==> config.mk <==
export PLATFORM = sky130hd
export DESIGN_NAME = spi_config_sequencer
export DESIGN_NICKNAME = d
export VERILOG_FILES = /design/src/rtl/spi_config_sequencer.sv
export SDC_FILE = /design/constraint.sdc
export NUM_CORES = 1
export LEC_CHECK = 0
export BUFFER_PORTS_ARGS = -buffer_cell sky130_fd_sc_hd__buf_2
export CORE_MARGIN = 8
export CORE_UTILIZATION = 57
export CTS_BUF_LIST = sky130_fd_sc_hd__clkbuf_2
export DETAILED_ROUTE_END_ITERATION = 10
export PLACE_DENSITY_LB_ADDON = 0.2
export SLEW_MARGIN = 10
export SYNTH_ARGS = -nofsm -noshare
export SYNTH_HDL_FRONTEND = slang
export SYNTH_SLANG_ARGS = --single-unit
==> constraint.sdc <==
create_clock -name clk -period 3.1 [get_ports clk]
set_input_delay 0.62 -clock clk [delete_from_list [all_inputs] [get_ports clk]]
set_output_delay 0.62 -clock clk [all_outputs]
set_load 0.01 [all_outputs]
==> src/rtl/spi_config_sequencer.sv <==
// spi_config_sequencer: two-requester round-robin front end that serialises
// 16-bit register write frames ({1, addr[6:0], data[7:0]}) onto SCLK/COPI/nCS
// slowly enough for a peripheral that oversamples through 2-flop synchronisers.
module spi_config_sequencer #(
  parameter int CLK_DIV = 4,
  parameter int CS_LEAD = 4,
  parameter int CS_GAP  = 8
) (
  input  logic       clk,
  input  logic       rst,
  input  logic       req0_valid,
  output logic       req0_ready,
  input  logic [6:0] req0_addr,
  input  logic [7:0] req0_data,
  input  logic       req1_valid,
  output logic       req1_ready,
  input  logic [6:0] req1_addr,
  input  logic [7:0] req1_data,
  output logic       busy,
  output logic       grant_id,
  output logic       done,
  output logic       SCLK,
  output logic       COPI,
  output logic       nCS
);

  typedef enum logic [2:0] {
    ST_IDLE = 3'd0,
    ST_LEAD = 3'd1,
    ST_HIGH = 3'd2,
    ST_LOW  = 3'd3,
    ST_GAP  = 3'd4
  } state_t;

  localparam logic [7:0] LEAD_LAST = 8'(CS_LEAD - 1);
  localparam logic [7:0] HALF_LAST = 8'(CLK_DIV - 1);
  localparam logic [7:0] GAP_LAST  = 8'(CS_GAP - 1);

  state_t      state_q, state_d;
  logic [7:0]  cnt_q, cnt_d;
  logic [3:0]  bit_q, bit_d;
  logic [15:0] frame_q, frame_d;
  logic        grant_q, grant_d;
  logic        last_grant_q, last_grant_d;
  logic        sclk_q, sclk_d;
  logic        copi_q, copi_d;
  logic        ncs_q, ncs_d;
  logic        busy_q, busy_d;
  logic        done_q, done_d;

  logic        pick1_s;
  logic        any_valid_s;
  logic        accept_s;
  logic [3:0]  bit_idx_s;

  // Round-robin selection and combinational ready; only offered in IDLE out of reset.
  always_comb begin
    pick1_s     = 1'b0;
    any_valid_s = req0_valid | req1_valid;
    if (req0_valid && req1_valid) begin
      pick1_s = ~last_grant_q;
    end else if (req1_valid) begin
      pick1_s = 1'b1;
    end else begin
      pick1_s = 1'b0;
    end
    if ((state_q == ST_IDLE) && !rst) begin
      req0_ready = any_valid_s & ~pick1_s;
      req1_ready = any_valid_s & pick1_s;
    end else begin
      req0_ready = 1'b0;
      req1_ready = 1'b0;
    end
    accept_s = (req0_valid & req0_ready) | (req1_valid & req1_ready);
  end

  // Frame sequencing: state, per-state cycle counter, bit counter, frame latch.
  always_comb begin
    state_d      = state_q;
    cnt_d        = cnt_q;
    bit_d        = bit_q;
    frame_d      = frame_q;
    grant_d      = grant_q;
    last_grant_d = last_grant_q;
    case (state_q)
      ST_IDLE: begin
        if (accept_s) begin
          state_d      = ST_LEAD;
          cnt_d        = 8'd0;
          bit_d        = 4'd0;
          grant_d      = pick1_s;
          last_grant_d = pick1_s;
          if (pick1_s) begin
            frame_d = {1'b1, req1_addr, req1_data};
          end else begin
            frame_d = {1'b1, req0_addr, req0_data};
          end
        end else begin
          state_d = ST_IDLE;
        end
      end
      ST_LEAD: begin
        if (cnt_q == LEAD_LAST) begin
          state_d = ST_HIGH;
          cnt_d   = 8'd0;
        end else begin
          cnt_d = cnt_q + 8'd1;
        end
      end
      ST_HIGH: begin
        if (cnt_q == HALF_LAST) begin
          // Wraps 15 -> 0 after the 16th high phase; LOW uses that as "last bit".
          state_d = ST_LOW;
          cnt_d   = 8'd0;
          bit_d   = bit_q + 4'd1;
        end else begin
          cnt_d = cnt_q + 8'd1;
        end
      end
      ST_LOW: begin
        if (cnt_q == HALF_LAST) begin
          cnt_d = 8'd0;
          if (bit_q == 4'd0) begin
            state_d = ST_GAP;
          end else begin
            state_d = ST_HIGH;
          end
        end else begin
          cnt_d = cnt_q + 8'd1;
        end
      end
      ST_GAP: begin
        if (cnt_q == GAP_LAST) begin
          state_d = ST_IDLE;
          cnt_d   = 8'd0;
        end else begin
          cnt_d = cnt_q + 8'd1;
        end
      end
      default: begin
        state_d = ST_IDLE;
        cnt_d   = 8'd0;
      end
    endcase
  end

  // Next-cycle pin values derived from the next state so the SPI pins are pure flops.
  always_comb begin
    ncs_d     = 1'b1;
    sclk_d    = 1'b0;
    copi_d    = 1'b0;
    bit_idx_s = 4'd15 - bit_d;
    busy_d    = (state_d != ST_IDLE);
    done_d    = (state_d == ST_GAP) && (state_q != ST_GAP);
    case (state_d)
      ST_LEAD: begin
        ncs_d  = 1'b0;
        copi_d = frame_d[bit_idx_s];
      end
      ST_HIGH: begin
        ncs_d  = 1'b0;
        sclk_d = 1'b1;
        copi_d = frame_d[bit_idx_s];
      end
      ST_LOW: begin
        ncs_d = 1'b0;
        if (bit_d == 4'd0) begin
          copi_d = frame_d[0];
        end else begin
          copi_d = frame_d[bit_idx_s];
        end
      end
      default: begin
        ncs_d  = 1'b1;
        copi_d = 1'b0;
      end
    endcase
  end

  // State and output registers with synchronous reset.
  always_ff @(posedge clk) begin
    if (rst) begin
      state_q      <= ST_IDLE;
      cnt_q        <= 8'd0;
      bit_q        <= 4'd0;
      frame_q      <= 16'd0;
      grant_q      <= 1'b0;
      last_grant_q <= 1'b1;
      sclk_q       <= 1'b0;
      copi_q       <= 1'b0;
      ncs_q        <= 1'b1;
      busy_q       <= 1'b0;
      done_q       <= 1'b0;
    end else begin
      state_q      <= state_d;
      cnt_q        <= cnt_d;
      bit_q        <= bit_d;
      frame_q      <= frame_d;
      grant_q      <= grant_d;
      last_grant_q <= last_grant_d;
      sclk_q       <= sclk_d;
      copi_q       <= copi_d;
      ncs_q        <= ncs_d;
      busy_q       <= busy_d;
      done_q       <= done_d;
    end
  end

  assign SCLK     = sclk_q;
  assign COPI     = copi_q;
  assign nCS      = ncs_q;
  assign busy     = busy_q;
  assign done     = done_q;
  assign grant_id = grant_q;

endmodule

# Yosys cells after proc, flatten, opt, wreduce, memory -nomap -nowiden
# Cells that the tools add are included.
[totals]
reg_bits = 38
word_cells = 74
[classes]
addsub = 3
order_cmp = 1
n_eq_ne = 12
mux = 27
n_bitwise = 8
n_reduce_logical = 12
[ops]
columns = ["op", "count"]
rows = [
  ["2-to-1 mux 16 bit", 2],
  ["2-to-1 mux 8 bit", 3],
  ["case mux 8 bit (3 select lines)", 1],
  ["2-to-1 mux 15 bit", 1],
  ["2-to-1 mux 3 bit", 5],
  ["case mux 3 bit (5 select lines)", 1],
  ["== test 3 x 2 -> 1 bit (second input constant)", 4],
  ["2-to-1 mux 1 bit", 9],
  ["adder 8 x 1 -> 8 bit (second input constant)", 1],
  ["== test 8 x 2 -> 1 bit (second input constant)", 1],
  ["== test 8 x 3 -> 1 bit (second input constant)", 1],
  ["logical NOT 4 bit", 2],
  ["2-to-1 mux 4 bit", 2],
  ["case mux 4 bit (2 select lines)", 1],
  ["== test 3 x 1 -> 1 bit (second input constant)", 2],
  ["== test 3 bit (second input constant)", 2],
  ["OR reduction 3 bit", 2],
  ["less-than comparator 4 x 5 -> 1 bit (second input constant)", 1],
  ["adder 4 x 1 -> 4 bit (second input constant)", 1],
  ["AND 1 bit", 4],
  ["binary-select mux 1 bit (select 4 bit)", 1],
  ["subtractor 4 bit (first input constant)", 1],
  ["logical AND 1 bit", 3],
  ["logical NOT 3 bit", 1],
  ["other kinds (9)", 11],
]

# Longest topological paths before layout
[logic_depth]
ltp_word = 14
ltp_mapped = 9
depth_no_buf = 8

# Least setup slack after synthesis
# Ideal clock, no wire load.
[synth_path]
kind = "register to register"
from = "reg cnt_q[0]"
to = "reg copi_q (netlist: COPI)"
arrival_ns = 2.235
required_time_ns = 2.971
slack_ns = 0.736
stages_incl_launch_ff = 9
synth_period_minus_slack_ns = 2.364
path_cell_list = "dfxtp_1 > ha_1 > or3b_2 > nor3_2 > mux2i_1 > o221ai_1 > a311o_1 > o211ai_1 > o32ai_2"
[synth_via]
elab_chain_cells = 8
elab_cells_between_ends = 19
[synth_rtl]
columns = ["item", "line", "source"]
rows = [
  ["start: declaration", "40", "logic [7:0] cnt_q, cnt_d;"],
  ["start signal: assignment", "196", "cnt_q <= cnt_d;"],
  ["== test 8 x 2 -> 1 bit", "103, 111, 121", ""],
  ["2-to-1 mux 4 bit", "111", "if (cnt_q == HALF_LAST) begin"],
  ["case mux 4 bit (2 select lines)", "85", "case (state_q)"],
  ["subtractor 4 bit", "152", "bit_idx_s = 4'd15 - bit_d;"],
  ["binary-select mux 1 bit (select 4 bit)", "158, 163, 170", ""],
  ["2-to-1 mux 1 bit (implied by the code)", "158, 163, 170", ""],
  ["2-to-1 mux 1 bit", "167", "if (bit_d == 4'd0) begin"],
  ["case mux 1 bit (2 select lines) *", "155", "case (state_d)"],
  ["end signal: assignment", "202", "copi_q <= copi_d;"],
  ["end: declaration", "46", "logic copi_q, copi_d;"],
]
# Mark *: on every way between the ends. The rest lies on a longest branch, timed or not. The select of a mux whose other input is x is not followed.
# A chain may end at the register's enable or synchronous reset.

# Worst setup path in the final report
# Same ends and word-level chain as after synthesis.

==> results_dict.tcl <==
set metrics [dict create \
    status "finished, final reports clean" \
    final-max-slew-violation-count 0 \
    final_common_cell "nor2_1" \
    p_leak_nw 0.9596 \
    io_pins 42 \
    cts_tree "built" \
    antenna_found_initial 0 \
    cts_resized 0 \
    hold_viol 0 \
    synth.cell_area_sq_um 2076 \
    setup_viol_count_final 0 \
    slowest_stage "or3b_2" \
    place_ws_ps 518.0 \
    cts_buffer_depth 2 \
    worstHoldEndpoint "frame_q[15]" \
    drt_first_pass_iters 4 \
    r2r_end "COPI" \
    crit_type "register to register" \
    grt_pass1_wl_mm 8.238 \
    portBuffers 41 \
    postRouteAntennaNets 0 \
    gr-usage-met1 0.1868 \
    htree_levels 2 \
    syn_inst 245 \
    skew_ps 14.30 \
    cts_inserted_buffers 5 \
    tns_ps 0 \
    yosysSeqAreaShare 0.3665 \
    drc 0 \
    wire_per_inst_um 13.80 \
    r2r-start "cnt_q[0]" \
    vias_per_cell 5.689 \
    cts-root-buf "clkbuf_2" \
    worst-r2r-setup-slack_ps 500 \
    grt_use_total 0.1659 \
    diodes 0 \
    grt_util_met3 0.05778 \
    synth_edf_count 0 \
    die_w_um 76.35 \
    power_w 0.0009011 \
    gp_congestion 0.9414 \
    fillerInstances 319 \
    drive_above_1_share 0.2483 \
    cp-start-kind "register" \
    hp-class "register to register" \
    clk_pin_slew_worst_paths_ps 180 \
    endpoint_kind "register" \
    min_from "frame_q[15]" \
    crit_path_start "cnt_q[0]" \
    drt_wl_total_mm 4.666 \
    grt-busiest-layer "met2" \
    place_hpwl_mm 3.664 \
    drt-initial-drc-count 99 \
    ctsHoldBuffers 0 \
    whs_path_depth 2 \
    syn_nets 282 \
    final_cells 338 \
    worst_slew_pin_slew_ps 582.4 \
    relSlewSlack 0.6117 \
    cts_setup_buffers 0 \
    syn_area_per_cell_sq_um 8.472 \
    grt_max_degree 25 \
    yosys_register_bits 38 \
    cts_sinks 38 \
    fin_crit_ps 2602 \
    crit_fanout 9 \
    clkLatencyLatePin_ps 380 \
    synth_ff_type "dfxtp_1" \
    worstPathCellList "ha_1 > or3b_2 > o31ai_4 > o31ai_2 > buf_4 > and3b_1 > o311ai_0 > nand3_1 > o32ai_2" \
    dieArea_sq_um 5829 \
    area_growth_syn_to_layout_pct 14.77 \
    rows 22 \
    fmax_ghz 0.3842 \
    cp_data_arrival_time_ps 2920 \
    vias 1923 \
    synth_top_cell_by_area "dfxtp_1" \
    core_area_sq_um 3578 \
    ys_types 59 \
    dieHeight_um 76.35 \
    peakVddDrop_uv 293.3 \
    cpPeakStageDelay_ps 540 \
    synthArstFlopShare 0 \
    maxCapViolations 0 \
    start_util 0.5801 \
    rsz0062_at_grt "false" \
    final_cell_mix "nor2_1 (43), buf_2 (41), dfxtp_1 (38)" \
    cp.required_ps 3410 \
    grt_overflow_total 0 \
    grt_pass1_vias 1853 \
    netlist.area_leader.share 0.3665 \
    grt_use_met2 0.2802 \
    worstRegToRegCells 9 \
    timing.final.crit_share 0.8395 \
    fin_ws_ps 497.5 \
    power.density_nw_per_um2 378.2 \
    layout.nets 326 \
    yosys-top-cells-area "dfxtp_1 (37%), nor2_1 (7.8%), mux2i_1 (7.7%), a211oi_1 (4.3%), a21oi_1 (3.6%)" \
    yosysWarningCount 0 \
    placed_cells 330 \
    timing.hold.ws_ps 496.2 \
]
[worst max-delay path: cells and delay by family, from the launching register on]
kind / cells / cell delay, ps
buffers and inverters: 1 / 190
adder cells (fa/ha/maj): 1 / 260
flip-flops: 1 / 430
AND/OR/NAND/NOR: 3 / 840
AO/OA/AOI/OAI: 4 / 830
[worst max path at each step]
stage | end | slack [ps] | depth (start not counted)
after global routing | COPI | 350 | 9
after detailed placement | COPI | 520 | 9
after CTS | COPI | 490 | 9
after global placement | COPI | 570 | 9
after floorplan | COPI | 740 | 8
final | COPI | 500 | 9
[power by group]
group          leakage (nW)  total [W]  switching [W]  internal (W)
Clock                0.0255   0.000201       0.000152     0.0000482
Sequential            0.311   0.000533      0.0000165      0.000516
Combinational         0.623   0.000168      0.0000900     0.0000777
Total                 0.960   0.000901       0.000259      0.000642
[synth_stat cells, drive strengths merged, types with 6 or more instances]
cell type   n
nor4        7
a211oi     12
inv         7
nand3      10
a21oi      15
mux2i      16
dfxtp      38
buf         6
clkbuf      7
nand2      16
nor2       43
[logic make-up after synthesis]
family | Yosys count | synth area share
flops | 38 | 0.3665
simple gates | 104 | 0.2520
buf+inv | 20 | 0.04461
compound gates | 57 | 0.2086
xor+xnor | 4 | 0.01688
mux | 19 | 0.09343
fa+ha+maj | 3 | 0.01809
[metrics by stage]
step / utilization / area [sq um]
6_report: 0.6657 / 2382
5_1_grt: 0.6657 / 2382
4_1_cts: 0.6657 / 2382
3_5_place_dp: 0.6556 / 2346
3_3_place_gp: 0.6556 / 2346
2_1_floorplan: - / 2076
[registers in the layout (all words and copies together) (netlist names)]
register and cells:
done 1, bit_q 4, grant_id 1, COPI 1, state_q 3, frame_q 16
last_grant_q 1, busy 1, nCS 1, SCLK 1, cnt_q 8
[layer usage]
metal  vias to the layer above  wire, um
met5                         -         0
met4                         0        63
met3                         7       248
met2                        50      2327
met1                       887      2026
li1                        979         -
[area by class of cell]
type / count / area [sq um] / share of cell area
sequential: 38 / 760.7 / 0.3193
timing repair buffer: 50 / 272.8 / 0.1145
tap: 48 / 60.06 / 0.02521
clock buffer: 5 / 25.02 / 0.01050
inverter: 7 / 26.28 / 0.01103
clock inverter: 3 / 11.26 / 0.004727
multi-input combinational: 187 / 1226 / 0.5147
Power figures use the tool's default switching activity.
